===== config.mk =====
export PLATFORM = sky130hd
export DESIGN_NAME = clk_gate_ctrl
export DESIGN_NICKNAME = d
export VERILOG_FILES = /design/src/rtl/clk_gate_pkg.sv /design/src/rtl/cg_sat_counter.sv /design/src/rtl/clk_gate_ctrl.sv
export SDC_FILE = /design/constraint.sdc
export NUM_CORES = 1
export LEC_CHECK = 0
export CAP_MARGIN = 15
export CORE_MARGIN = 2
export CORE_UTILIZATION = 57
export DETAILED_ROUTE_END_ITERATION = 8
export GPL_TIMING_DRIVEN = 0
export PLACE_DENSITY = 0.92
export REMOVE_ABC_BUFFERS = 1
export SYNTH_ARGS = -nofsm -noshare
export SYNTH_HDL_FRONTEND = slang
export SYNTH_SLANG_ARGS = --single-unit

===== constraint.sdc =====
create_clock -name clk -period 4.9 [get_ports clk]
set_input_delay 0.735 -clock clk [delete_from_list [all_inputs] [get_ports clk]]
set_output_delay 0.735 -clock clk [all_outputs]
set_load 0.01 [all_outputs]

===== src/rtl/clk_gate_pkg.sv =====
// Shared types and defaults for the clock-gate enable controller.
// Holds the controller state encoding and default timing constants.
package clk_gate_pkg;

  typedef enum logic [1:0] {
    RUN   = 2'd0,
    GATED = 2'd1,
    WAKE  = 2'd2
  } cg_state_t;

  localparam int DEF_IDLE_CYCLES = 16;
  localparam int DEF_WAKE_CYCLES = 2;
  localparam int DEF_STAT_W      = 16;

  // A cycle counts toward gating only when nothing asks for the clock.
  function automatic logic is_idle(input logic activity, input logic force_on);
    return !activity && !force_on;
  endfunction

endpackage


===== src/rtl/cg_sat_counter.sv =====
// Saturating up-counter used for power-debug event statistics.
// Holds at all-ones instead of wrapping.
module cg_sat_counter #(
  parameter int W = 16
) (
  input  logic         clk,
  input  logic         rst,
  input  logic         inc,
  output logic [W-1:0] count
);

  always_ff @(posedge clk) begin
    if (rst) begin
      count <= '0;
    end else if (inc && (count != {W{1'b1}})) begin
      count <= count + W'(1);
    end
  end

endmodule


===== src/rtl/clk_gate_ctrl.sv =====
// Generates the enable for a downstream clock-gating cell from an activity level.
// Gates after a run of idle cycles; on wake, delays ready until the domain settles.
module clk_gate_ctrl
  import clk_gate_pkg::*;
#(
  parameter int IDLE_CYCLES = DEF_IDLE_CYCLES,
  parameter int WAKE_CYCLES = DEF_WAKE_CYCLES,
  parameter int STAT_W      = DEF_STAT_W
) (
  input  logic              clk,
  input  logic              rst,
  input  logic              activity,
  input  logic              force_on,
  output logic              gate_en,
  output logic              ready,
  output logic              gated,
  output logic [STAT_W-1:0] gate_events
);

  localparam int IW = $clog2(IDLE_CYCLES + 1);
  localparam int WW = $clog2(WAKE_CYCLES + 1);
  localparam logic [IW-1:0] IDLE_LAST = IW'(IDLE_CYCLES - 1);
  localparam logic [WW-1:0] WAKE_LAST = WW'(WAKE_CYCLES - 1);

  cg_state_t     state_q, state_d;
  logic [IW-1:0] idle_cnt_q, idle_cnt_d;
  logic [WW-1:0] wake_cnt_q, wake_cnt_d;
  logic          gate_en_q, gate_en_d;
  logic          ready_q, ready_d;
  logic          gated_q, gated_d;
  logic          gate_evt;
  logic          idle;

  assign idle = is_idle(activity, force_on);

  // Outputs are decided one cycle ahead and registered, so gate_en never glitches.
  always_comb begin
    state_d    = state_q;
    idle_cnt_d = idle_cnt_q;
    wake_cnt_d = wake_cnt_q;
    gate_en_d  = gate_en_q;
    ready_d    = ready_q;
    gated_d    = gated_q;
    gate_evt   = 1'b0;
    case (state_q)
      RUN: begin
        if (!idle) begin
          idle_cnt_d = '0;
        end else if (idle_cnt_q == IDLE_LAST) begin
          state_d    = GATED;
          gate_en_d  = 1'b0;
          ready_d    = 1'b0;
          gated_d    = 1'b1;
          idle_cnt_d = '0;
          gate_evt   = 1'b1;
        end else begin
          idle_cnt_d = idle_cnt_q + IW'(1);
        end
      end
      GATED: begin
        if (activity || force_on) begin
          state_d    = WAKE;
          gate_en_d  = 1'b1;
          gated_d    = 1'b0;
          wake_cnt_d = '0;
        end
      end
      WAKE: begin
        // Inputs are deliberately ignored here: a started wake always finishes.
        if (wake_cnt_q == WAKE_LAST) begin
          state_d    = RUN;
          ready_d    = 1'b1;
          wake_cnt_d = '0;
          idle_cnt_d = '0;
        end else begin
          wake_cnt_d = wake_cnt_q + WW'(1);
        end
      end
      default: begin
        state_d    = RUN;
        gate_en_d  = 1'b1;
        ready_d    = 1'b1;
        gated_d    = 1'b0;
        idle_cnt_d = '0;
        wake_cnt_d = '0;
      end
    endcase
  end

  always_ff @(posedge clk) begin
    if (rst) begin
      state_q    <= RUN;
      idle_cnt_q <= '0;
      wake_cnt_q <= '0;
      gate_en_q  <= 1'b1;
      ready_q    <= 1'b1;
      gated_q    <= 1'b0;
    end else begin
      state_q    <= state_d;
      idle_cnt_q <= idle_cnt_d;
      wake_cnt_q <= wake_cnt_d;
      gate_en_q  <= gate_en_d;
      ready_q    <= ready_d;
      gated_q    <= gated_d;
    end
  end

  cg_sat_counter #(.W(STAT_W)) u_events (
    .clk   (clk),
    .rst   (rst),
    .inc   (gate_evt),
    .count (gate_events)
  );

  assign gate_en = gate_en_q;
  assign ready   = ready_q;
  assign gated   = gated_q;

endmodule


* Word-level counts from Yosys, hierarchy flattened
Cells that the tools add are included.
** Cells by class
- Add/sub/neg operators :: 3
- Equality and inequality tests :: 9
- Mux-type cells :: 25
- Bitwise logic cells :: 3
- Reductions and logical operators :: 11
** Operator list (number)
- $add A16 B1 Y16 const B :: 1
- $ne A16 B16 Y1 const B :: 1
- $mux W5 :: 3
- $pmux W5 S3 :: 1
- $mux W2 :: 6
- $pmux W2 S3 :: 2
- $reduce_and A4 Y1 :: 3
- $mux W1 :: 10
- $pmux W1 S3 :: 3
- $ne A2 B2 Y1 const B :: 4
- $add A5 B1 Y5 const B :: 1
- $eq A5 B4 Y1 const B :: 1
- $eq A2 B1 Y1 const B :: 2
- $reduce_and A2 Y1 :: 2
- $not A1 Y1 :: 3
- $add A2 B1 Y2 const B :: 1
- $eq A2 B2 Y1 const B :: 1
- $logic_and A1 B1 Y1 :: 2
- $logic_not A1 Y1 :: 2
- $logic_not A2 Y1 :: 1
- $logic_or A1 B1 Y1 :: 1
** Word-level totals
- Register bits :: 28
- Input bits :: 4
- Output and inout port bits :: 19
- Logic and storage cells :: 58

* Depth between registers and ports, before layout
- Depth after elaboration :: 5
- Depth in mapped cells :: 6
- Mapped depth without buffers :: 5

* Hierarchy
From an unflattened synthesis, not the netlist that was laid out.
** Second synthesis, totals
- Cells, all modules :: 166
- Area, all modules :: 1443.9 sq um
** Modules (own cells, without submodules)
- cg_sat_counter :: times used 1, cells each 99, area an instance 848.3 sq um, sequential area each 320.3 sq um
- clk_gate_ctrl :: times used 1, cells each 67, area an instance 595.6 sq um, sequential area each 240.2 sq um

* Worst setup path before layout
OpenSTA, ideal clock, no wires.
- Path kind :: input to register
- Start point :: input port force_on
- End point :: register u_events.count[11]
- Setup time :: 121 ps
- Data arrival time :: 1996 ps
- Data required time :: 4779 ps
- Setup slack :: 2783 ps
- Stages on the path :: 4
- Path buffers :: 0
- Path through :: nor4_4 > nand3_2 > nor4_1 > mux2_2
** Between the ends
- Word-level cells in the longest chain between the ends :: 5
** RTL lines
- from (decl) :: RTL line clk_gate_ctrl.sv:13 : input logic force_on,
- $logic_not A1 Y1 :: RTL line clk_gate_pkg.sv:17 : return !activity && !force_on;
- $logic_and A1 B1 Y1 :: RTL line clk_gate_pkg.sv:17
- $mux W1 :: RTL line clk_gate_ctrl.sv:47 : if (!idle) begin
- $mux W1 :: RTL line clk_gate_ctrl.sv:45 : case (state_q)
- $logic_and A1 B1 Y1 :: RTL line cg_sat_counter.sv:15 : end else if (inc && (count != {W{1'b1}})) begin
- to (signal assigned) :: RTL line cg_sat_counter.sv:16 : count <= count + W'(1);
- to (decl) :: RTL line cg_sat_counter.sv:9 : output logic [W-1:0] count
Every way passes these cells.
A chain may end at the register's enable or synchronous reset.

* Worst setup path after layout
- Start point :: input port force_on
- End point :: register u_events.count[13]
Same word-level chain as after synthesis.

==> results by group <==
Finish
  • Syn-to-layout area delta: 18.28%
  • Final Util: 70.91%
  • NumNets Final: 199
  • Share of cells above drive strength 1: 10.94%
  • Ant. Diodes: 0

Synth
  • Post-synth top cells: dfxtp_1 (28), nor2_1 (19), a21oi_1 (16), nor2b_1 (10), mux2_2 (9)
  • Warning count from the yosys run: 0
  • Syn avg cell area: 8.585 sq um
  • Top FF cell, synth: dfxtp_1
  • Mapped Cells: 173
  • Library cells used by synthesis: 40
  • Synth area leaders: dfxtp_1 (38%), mux2_2 (6.8%), a21oi_1 (5.4%), nor2_1 (4.8%), nor2b_1 (4.2%)
  • Synth Register Bits: 28
  • Area share of the largest cell type after synthesis: between 30% and 40%
  • Synthesized area: 0.001485 sq mm
  • FFs w/ async S/R, synth: 0%
  • Most instantiated library cell after synthesis: dfxtp_1
  • Sequential-to-total area share from yosys stat: 37.74%
  • EDFF count, synth: 0
  • Area leader, netlist: dfxtp_1

Clock tree
  • Clk root buf: clkbuf_4
  • Resize count post-CTS: 0
  • Worst skew pair latency: between 0.3 and 0.4 ns
  • Post-CTS Hold Buffers: 0
  • CTS tree: yes
  • Clock sinks: 28
  • CTS buffer count: 3
  • H-Tree Depth: 1
  • Post-CTS setup buffer count: 0
  • Clock Tree Buf Depth: 2
  • CTS clk-pin slew, worst paths: 0.15 ns

Placed design
  • Final HPWL DP: 2273 microns
  • I/O Buffers: 22
  • GPL Wtd Cong: 0.7866

Global routing
  • Met2 usage: 40.28%
  • M3 GR Usage: 4.301%
  • Largest net degree at the start of global routing: 40
  • GR Util All Layers: 22.78%
  • Antenna violations before repair: 0
  • First-pass GRT wire length: 5030 microns
  • Global route overflow: 0
  • GR met1 Demand/Resource: 28.24%
  • Global route hottest layer: met2
  • Vias in the first global route: 1173

Critical path
  • CP max FO: 9
  • CP startpoint kind: input pin
  • CP Class: input pin to register
  • Worst EP required: 5.15 ns
  • CP Capture Type: register
  • Worst Path Arrival: around 2.9 ns

STA
  • Crit share post-route: 53.03%
  • Slew Limit Fails: 0
  • Minimum clock period: 2.599 ns
  • Fin. Hold Viols: 0
  • Least-Margin Pin Slew: 0.9728 ns
  • Clk_skew: 0.006454 ns
  • Worst hold margin: slightly below 0.5 ns
  • RSZ-0062 raised after global routing: false
  • Max_slew headroom: 34.33%
  • Max Freq: 384.8 MHz
  • TNS Setup: 0 ns
  • Final Setup Violations: 0

Power and ir drop
  • Sw power: 0.08101 mW
  • Power per Cell Area: just over 200 mW/mm^2
  • Sw Ratio: between 20% and 30%
  • Lkg Pwr: between 0.5 and 0.6 nW
  • Combinational Power Share: 4.7%
  • Sequential Power Share: 63.3%
  • Internal power: 0.2802 mW
  • IR drop worst, VDD: 0.1561 mV
  • Clk pwr share: 32.0%

Route
  • DRC Markers: 0
  • Pre-antenna DRT Iters: 4
  • Drt total wl: 3188 microns
  • Vias: approximately 1.4k
  • Drt wl/cell: around 14 microns
  • Vias per cell: 6.149
  • Antenna Violating Nets Remaining: 0
  • DRT iter0 DRCs: 38

Die
  • Die Ht: 55.05 microns
  • I/O pin total: 23
  • Row cnt: 18
  • Initial core utilization: 59.95%
  • Die Area: between 0.003 and 0.004 sq mm
  • Die W: 55.05 microns
  • Core Footprint: 0.002477 sq mm

Flow run
  • Max-Cap Viols: 0

Min path
  • Hold Crit Class: register to register

Run status
  • Status: finished, final reports clean
[placed cells by master, fill, tap and decap left out, types with 6 or more instances in the layout]
cell type | netlist | final
dfxtp_1 | 28 | 28
clkdlybuf4s50_1 | 0 | 22
nor2_1 | 19 | 19
a21oi_1 | 16 | 16
nor2b_1 | 10 | 10
mux2_2 | 9 | 9
nand2_1 | 8 | 8
inv_1 | 6 | 6
nand3_1 | 6 | 6
[logic make-up (layout without fill, tap and decap cells)]
family	count (synthesis)	count (layout)	share of synthesized area (%)
AOI/OAI and AO/OA	37	37	15.67
xor gates and xnor gates	1	1	0.5898
DFF	28	28	37.74
and+or+nand+nor	81	81	32.77
adders and majority gates	2	2	1.685
buffers and inverters	14	33	4.043
muxes	10	10	7.498
[worst max-delay path, stage by stage]
cell and delay, ns:
clkdlybuf4s50_1 0.49, nor4_4 0.61, nand3_2 0.28, nor4_1 0.35, mux2_2 0.37
[path summary, 6_finish.rpt]
path                                           end  depth (start not counted)       start  slack, ns
worst min register to register               ready                          2       ready       0.50
worst max-delay path            u_events.count[13]                          5    force_on       2.30
worst min-delay path                         ready                          2       ready       0.50
worst max register to register  u_events.count[13]                          4  state_q[1]       2.68
[registers in the layout, indices dropped and copies added (netlist names)]
name / flops
u_events.count: 16
idle_cnt_q: 5
state_q: 2
wake_cnt_q: 2
gate_en: 1
gated: 1
ready: 1
[cell type report]
type / count / area [sq um]
inverters: 6 / 22.52
flip-flops and latches: 28 / 560.5
clock buffers: 4 / 36.28
multi-input cells: 131 / 864.6
repair buffers: 23 / 235.2
well taps: 30 / 37.54
fillers: 192 / 720.7
[routing by layer]
layer | vias up | routed length [microns]
li1 | 675 | -
met1 | 641 | 1387
met2 | 42 | 1603
met3 | 7 | 149
met4 | 0 | 47
met5 | - | 0
[per-stage QoR]
step | power (mW) | cells | worst slack [ns] | instance area, sq um
finish | 0.3612 | 222 | 2.301 | 1757
CTS | 0.3604 | 221 | 2.313 | 1742
detailed placement | 0.2490 | 217 | 1.942 | 1705
global route | 0.3692 | 222 | 2.212 | 1757
floorplan | 0.2398 | 165 | 2.783 | 1448
global placement | 0.2481 | 217 | 2.012 | 1705
[power by group through the flow]
stage          logic (mW)  registers (mW)  clock network, mW
2_1_floorplan     0.00634           0.233                  0
3_3_place_gp       0.0146           0.233                  0
5_1_grt            0.0181           0.229              0.122
6_report           0.0168           0.229              0.116
4_1_cts            0.0155           0.229              0.116
3_5_place_dp       0.0155           0.234                  0
(Power assumes the default switching activity.)
